### src/rtl/instr_fetch_unit.sv
// Instruction fetch stage: holds the PC, fetches one word at a time over a req/ack
// handshake, presents it to decode and computes the next PC when the core retires it.
module instr_fetch_unit #(
  parameter int unsigned      XLEN     = 32,
  parameter logic [XLEN-1:0]  RESET_PC = '0
) (
  input  logic            clk,
  input  logic            rst_n,
  output logic            imem_req,
  output logic [XLEN-1:0] imem_addr,
  input  logic            imem_ack,
  input  logic [XLEN-1:0] imem_rdata,
  output logic [XLEN-1:0] instr,
  output logic            instr_valid,
  output logic [XLEN-1:0] pc,
  output logic [XLEN-1:0] pc_plus4,
  input  logic            retire,
  input  logic            pc_src,
  input  logic [XLEN-1:0] imm_ext,
  output logic            fetch_fault
);

  localparam logic [XLEN-1:0] Nop = XLEN'(32'h0000_0013);

  typedef enum logic [1:0] {
    StFetch = 2'b00,
    StValid = 2'b01,
    StFault = 2'b10
  } state_e;

  state_e          state_q, state_d;
  logic [XLEN-1:0] pc_q, pc_d;
  logic [XLEN-1:0] instr_q, instr_d;
  logic [XLEN-1:0] target;

  // Both adds wrap modulo 2^XLEN; the carry out is intentionally dropped.
  assign target = pc_src ? (pc_q + imm_ext) : (pc_q + XLEN'(4));

  always_comb begin
    state_d = state_q;
    pc_d    = pc_q;
    instr_d = instr_q;
    case (state_q)
      StFetch: begin
        if (imem_ack) begin
          instr_d = imem_rdata;
          state_d = StValid;
        end
      end
      StValid: begin
        if (retire) begin
          if (target[1:0] != 2'b00) begin
            state_d = StFault;
          end else begin
            pc_d    = target;
            state_d = StFetch;
          end
        end
      end
      StFault: state_d = StFault;
      default: state_d = StFetch;
    endcase
  end

  always_ff @(posedge clk or negedge rst_n) begin
    if (!rst_n) begin
      state_q <= StFetch;
      pc_q    <= RESET_PC;
      instr_q <= Nop;
    end else begin
      state_q <= state_d;
      pc_q    <= pc_d;
      instr_q <= instr_d;
    end
  end

  // Gating with rst_n keeps the request low for the whole time reset is held.
  assign imem_req    = rst_n && (state_q == StFetch);
  assign imem_addr   = pc_q;
  assign pc          = pc_q;
  assign pc_plus4    = pc_q + XLEN'(4);
  assign instr       = instr_q;
  assign instr_valid = (state_q == StValid);
  assign fetch_fault = (state_q == StFault);

endmodule
### config.mk
export PLATFORM = sky130hd
export DESIGN_NAME = instr_fetch_unit
export DESIGN_NICKNAME = d
export VERILOG_FILES = /design/src/rtl/instr_fetch_unit.sv
export SDC_FILE = /design/constraint.sdc
export NUM_CORES = 1
export LEC_CHECK = 0
export CAP_MARGIN = 20
export CORE_MARGIN = 2
export CORE_UTILIZATION = 49
export CTS_BUF_LIST = sky130_fd_sc_hd__clkbuf_16
export CTS_CLUSTER_SIZE = 25
export DETAILED_ROUTE_END_ITERATION = 8
export GPL_ROUTABILITY_DRIVEN = 0
export GPL_TIMING_DRIVEN = 0
export PLACE_DENSITY = 0.94
export SYNTH_ARGS = -nofsm -noshare
export SYNTH_HDL_FRONTEND = slang
export SYNTH_SLANG_ARGS = --single-unit
export TNS_END_PERCENT = 10
### constraint.sdc
create_clock -name clk -period 7.25 [get_ports clk]
set_input_delay 1.0875 -clock clk [delete_from_list [all_inputs] [get_ports clk]]
set_output_delay 1.0875 -clock clk [all_outputs]
set_load 0.01 [all_outputs]
==> flow_metrics.env <==
export IMPL_skew_ns=0.00847
export IMPL_slew_headroom_pct=42.7
export IMPL_grt_pass1_vias=5374
export IMPL_grt_pass1_wl_um=25900
export IMPL_cts_sinks=66
export IMPL_die_h_um=107
export IMPL_hold_viol_final=0
export IMPL_first_pass_iters=5
export IMPL_dp_slack_ns=2.99
export IMPL_clk_path_buf_depth=2
export IMPL_synth_top_area_share_pct=30.3
export IMPL_post_cts_setup_buffers=0
export IMPL_synth_cells=568
export IMPL_required_ns=6.16
export IMPL_drive_gt1_share_pct=12.9
export IMPL_numCtsBuffers=9
export IMPL_port_buffers=198
export IMPL_hp_class="flip-flop to flip-flop"
export IMPL_total_leakage_power_nw=3.33
export IMPL_place_hpwl_um=12500
export IMPL_synth_seq_cells=66
export IMPL_tightest_slew_ns=0.860
export IMPL_via_count=5361
export IMPL_fin_setup_tns_ns=0
export IMPL_setup_viol=0
export IMPL_antenna_found_initial=0
export IMPL_fin_ws_ns=2.79
export IMPL_yosys_warnings=0
export IMPL_synth_area_um2=5210
export IMPL_grt_max_degree=68
export IMPL_synth_edff_count=0
export IMPL_cts_hold_buffers_added=0
export IMPL_fin_nets=879
export IMPL_ctsResizeCount=0
export IMPL_synth_area_leaders="dfrtp_1 30%, ha_1 7.7%, mux2_2 6.9%"
export IMPL_max_stage_delay_ns=0.61
export IMPL_drt_total_wl_um=16400
export IMPL_core_um2=10300
export IMPL_clk_latency_ns=0.33
export IMPL_ios=200
export IMPL_die_area_um2=11500
export IMPL_drc=0
export IMPL_start_kind="flip-flop"
export IMPL_wl_per_cell_um=17.8
export IMPL_track_usage_pct=28.4
export IMPL_drv_cap=0
export IMPL_final_max_slew_viol_count=0
export IMPL_ant_nets=0
export IMPL_syn2layout_area_growth_pct=46.8
export IMPL_cp_arrival_ns=3.38
export IMPL_first_iter_violations=372
export IMPL_placementRows=37
export IMPL_dieWidth_um=107
export IMPL_peakVddDrop_uv=269
export IMPL_yosys_area_top_type="dfrtp_1"
export IMPL_synth_seq_area_share_pct=31.8
export IMPL_async_flop_share_pct=100
export IMPL_start_util_pct=50.4
export IMPL_fin_crit_sh_pct=61.6
export IMPL_yosysUniqueCellTypes=59
export IMPL_diodes=0
export IMPL_synth_main_ff_cell="dfrtp_1"
export IMPL_grt_overflow=0
export IMPL_powerDensity_nw_per_um2=429
export IMPL_syn_mean_instance_area_um2=9.17
export IMPL_layout_min_cycle_time_ns=4.46
export IMPL_cts_root_buffer="clkbuf_16"
export IMPL_cts_tree="yes"
export IMPL_rsz0062_at_grt="false"
export IMPL_clk_pin_slew_ns=0.06
export IMPL_status="finished, final reports clean"
export IMPL_critical_path_class="flip-flop to primary output"
export IMPL_vias_per_cell=5.84
export IMPL_worst_setup_path_end_kind="primary output"
export IMPL_synth_nets=670
export IMPL_fmaxAchievable_ghz=0.224
export IMPL_path_cells="ha_1 > and3_1 > clkbuf_1 > nand4_1 > nor4_1 > and2_1 > xor2_1 > clkdlybuf4s50_1"
export IMPL_htreeDepth=3
export IMPL_crit_path_max_fanout=8
export IMPL_worst_path_max_delay_cell="nor4_1"
## final timing paths
kind / slack (ns) / start / endpoint / cells past startpoint
max: 2.79 / imem_addr[2] / pc_plus4[30] / 8
min: 0.51 / instr[25] / instr[25] / 1
max reg2reg: 3.91 / imem_addr[0] / imem_addr[30] / 11
min reg2reg: 0.51 / instr[25] / instr[25] / 1
max in group asynchronous: 5.81 / rst_n / instr[26] / 1
min in group asynchronous: 0.85 / rst_n / imem_addr[16] / 1
## synthesized netlist by cell type (4+ instances only)
library cell and count:
o21ai_0 48, a31oi_1 6, a22oi_1 8, a211oi_1 7
and3_1 16, o211ai_1 7, nand4_1 8, and2_1 6
nand3_1 14, o31ai_1 4, dfrtp_1 63, mux2i_1 9
inv_1 9, a21oi_1 33, nor4_1 6, nand2_1 30
nor2b_1 7, clkbuf_1 21, ha_1 32, nor2_1 36
xnor2_1 32, xor2_1 24, mux2_2 32, a21o_1 21
or3_1 4, nor3_1 6, buf_4 34
## where the power goes
group | internal [mW] | total [mW] | leakage, nW | switching, mW
logic | 1.15 | 2.10 | 2.40 | 0.948
clock network | 0.262 | 0.418 | 0.144 | 0.156
registers | 0.544 | 0.763 | 0.787 | 0.219
total | 1.95 | 3.28 | 3.33 | 1.32
## per-layer routing
metal / global-route usage (%) / routed length, µm / vias up
met4: 13.7 / 614 / 0
met5: 0 / 0 / -
met1: 33.9 / 6550 / 2503
met2: 48.8 / 7760 / 347
met3: 5.71 / 1460 / 53
li1: - / - / 2458
## critical path, delay by kind of cell (launching register included)
family	cells	cell delay [ns]
buf+inv	2	0.81
xor+xnor	1	0.16
fa+ha+maj	1	0.23
simple gates	4	1.34
flops	1	0.49
## cells by family (layout without fill, tap and decap cells)
group / after synthesis / after routing / share of synthesized area, %
AOI/OAI and AO/OA: 157 / 157 / 19.4
xor gates and xnor gates: 57 / 57 / 9.73
adders and majority gates: 33 / 33 / 8.07
buffers and inverters: 68 / 282 / 7.74
DFF: 66 / 66 / 31.8
muxes: 41 / 41 / 8.65
and+or+nand+nor: 146 / 146 / 14.6
## metrics by stage
stage / power (mW) / area (µm²) / hold WS, ns / std cells / util, %
6_report: 3.28 / 7640 / 0.506 / 918 / 74.0
4_1_cts: 3.27 / 7640 / 0.506 / 918 / 74.0
2_1_floorplan: 1.89 / 5210 / 0.551 / 568 / -
3_5_place_dp: 2.83 / 7360 / 0.495 / 902 / 71.3
5_1_grt: 3.48 / 7640 / 0.514 / 918 / 74.0
3_3_place_gp: 2.75 / 7360 / 0.489 / 902 / 71.3
## layout make-up
type	count	area (µm²)
Buffer	59	369
Clock buffer	9	225
Clock inverter	7	62.6
Fill cell	696	2680
Inverter	9	33.8
Multi-Input combinational cell	434	3150
Sequential cell	66	1660
Tap cell	136	170
Timing Repair Buffer	198	1980
## flip-flops by register name, indices dropped and copies added, names as in the netlist
register,cells
state_q,2
imem_addr,32
instr,32
## placed cells by master, fill, tap and decap left out, drive strengths merged, types with 3 or more instances in the layout
cell / Yosys / routed
a21o: 21 / 21
dfstp: 3 / 3
and2: 6 / 6
xnor2: 33 / 33
a22oi: 8 / 8
o31ai: 5 / 5
nor4: 6 / 6
a211oi: 7 / 7
a31oi: 7 / 7
nand2: 30 / 30
a21oi: 34 / 34
inv: 9 / 11
or3: 4 / 4
o21bai: 3 / 3
buf: 37 / 38
o211ai: 7 / 7
ha: 32 / 32
dfrtp: 63 / 63
clkbuf: 22 / 31
a32oi: 3 / 3
nand4: 8 / 8
nor2: 37 / 37
clkdlybuf4s50: 0 / 197
nand3: 16 / 16
xor2: 24 / 24
mux2: 32 / 32
mux2i: 9 / 9
and3: 18 / 18
o21ai: 49 / 49
nor3: 6 / 6
nand2b: 3 / 3
nor2b: 7 / 7
Power figures use the tool's default switching activity.
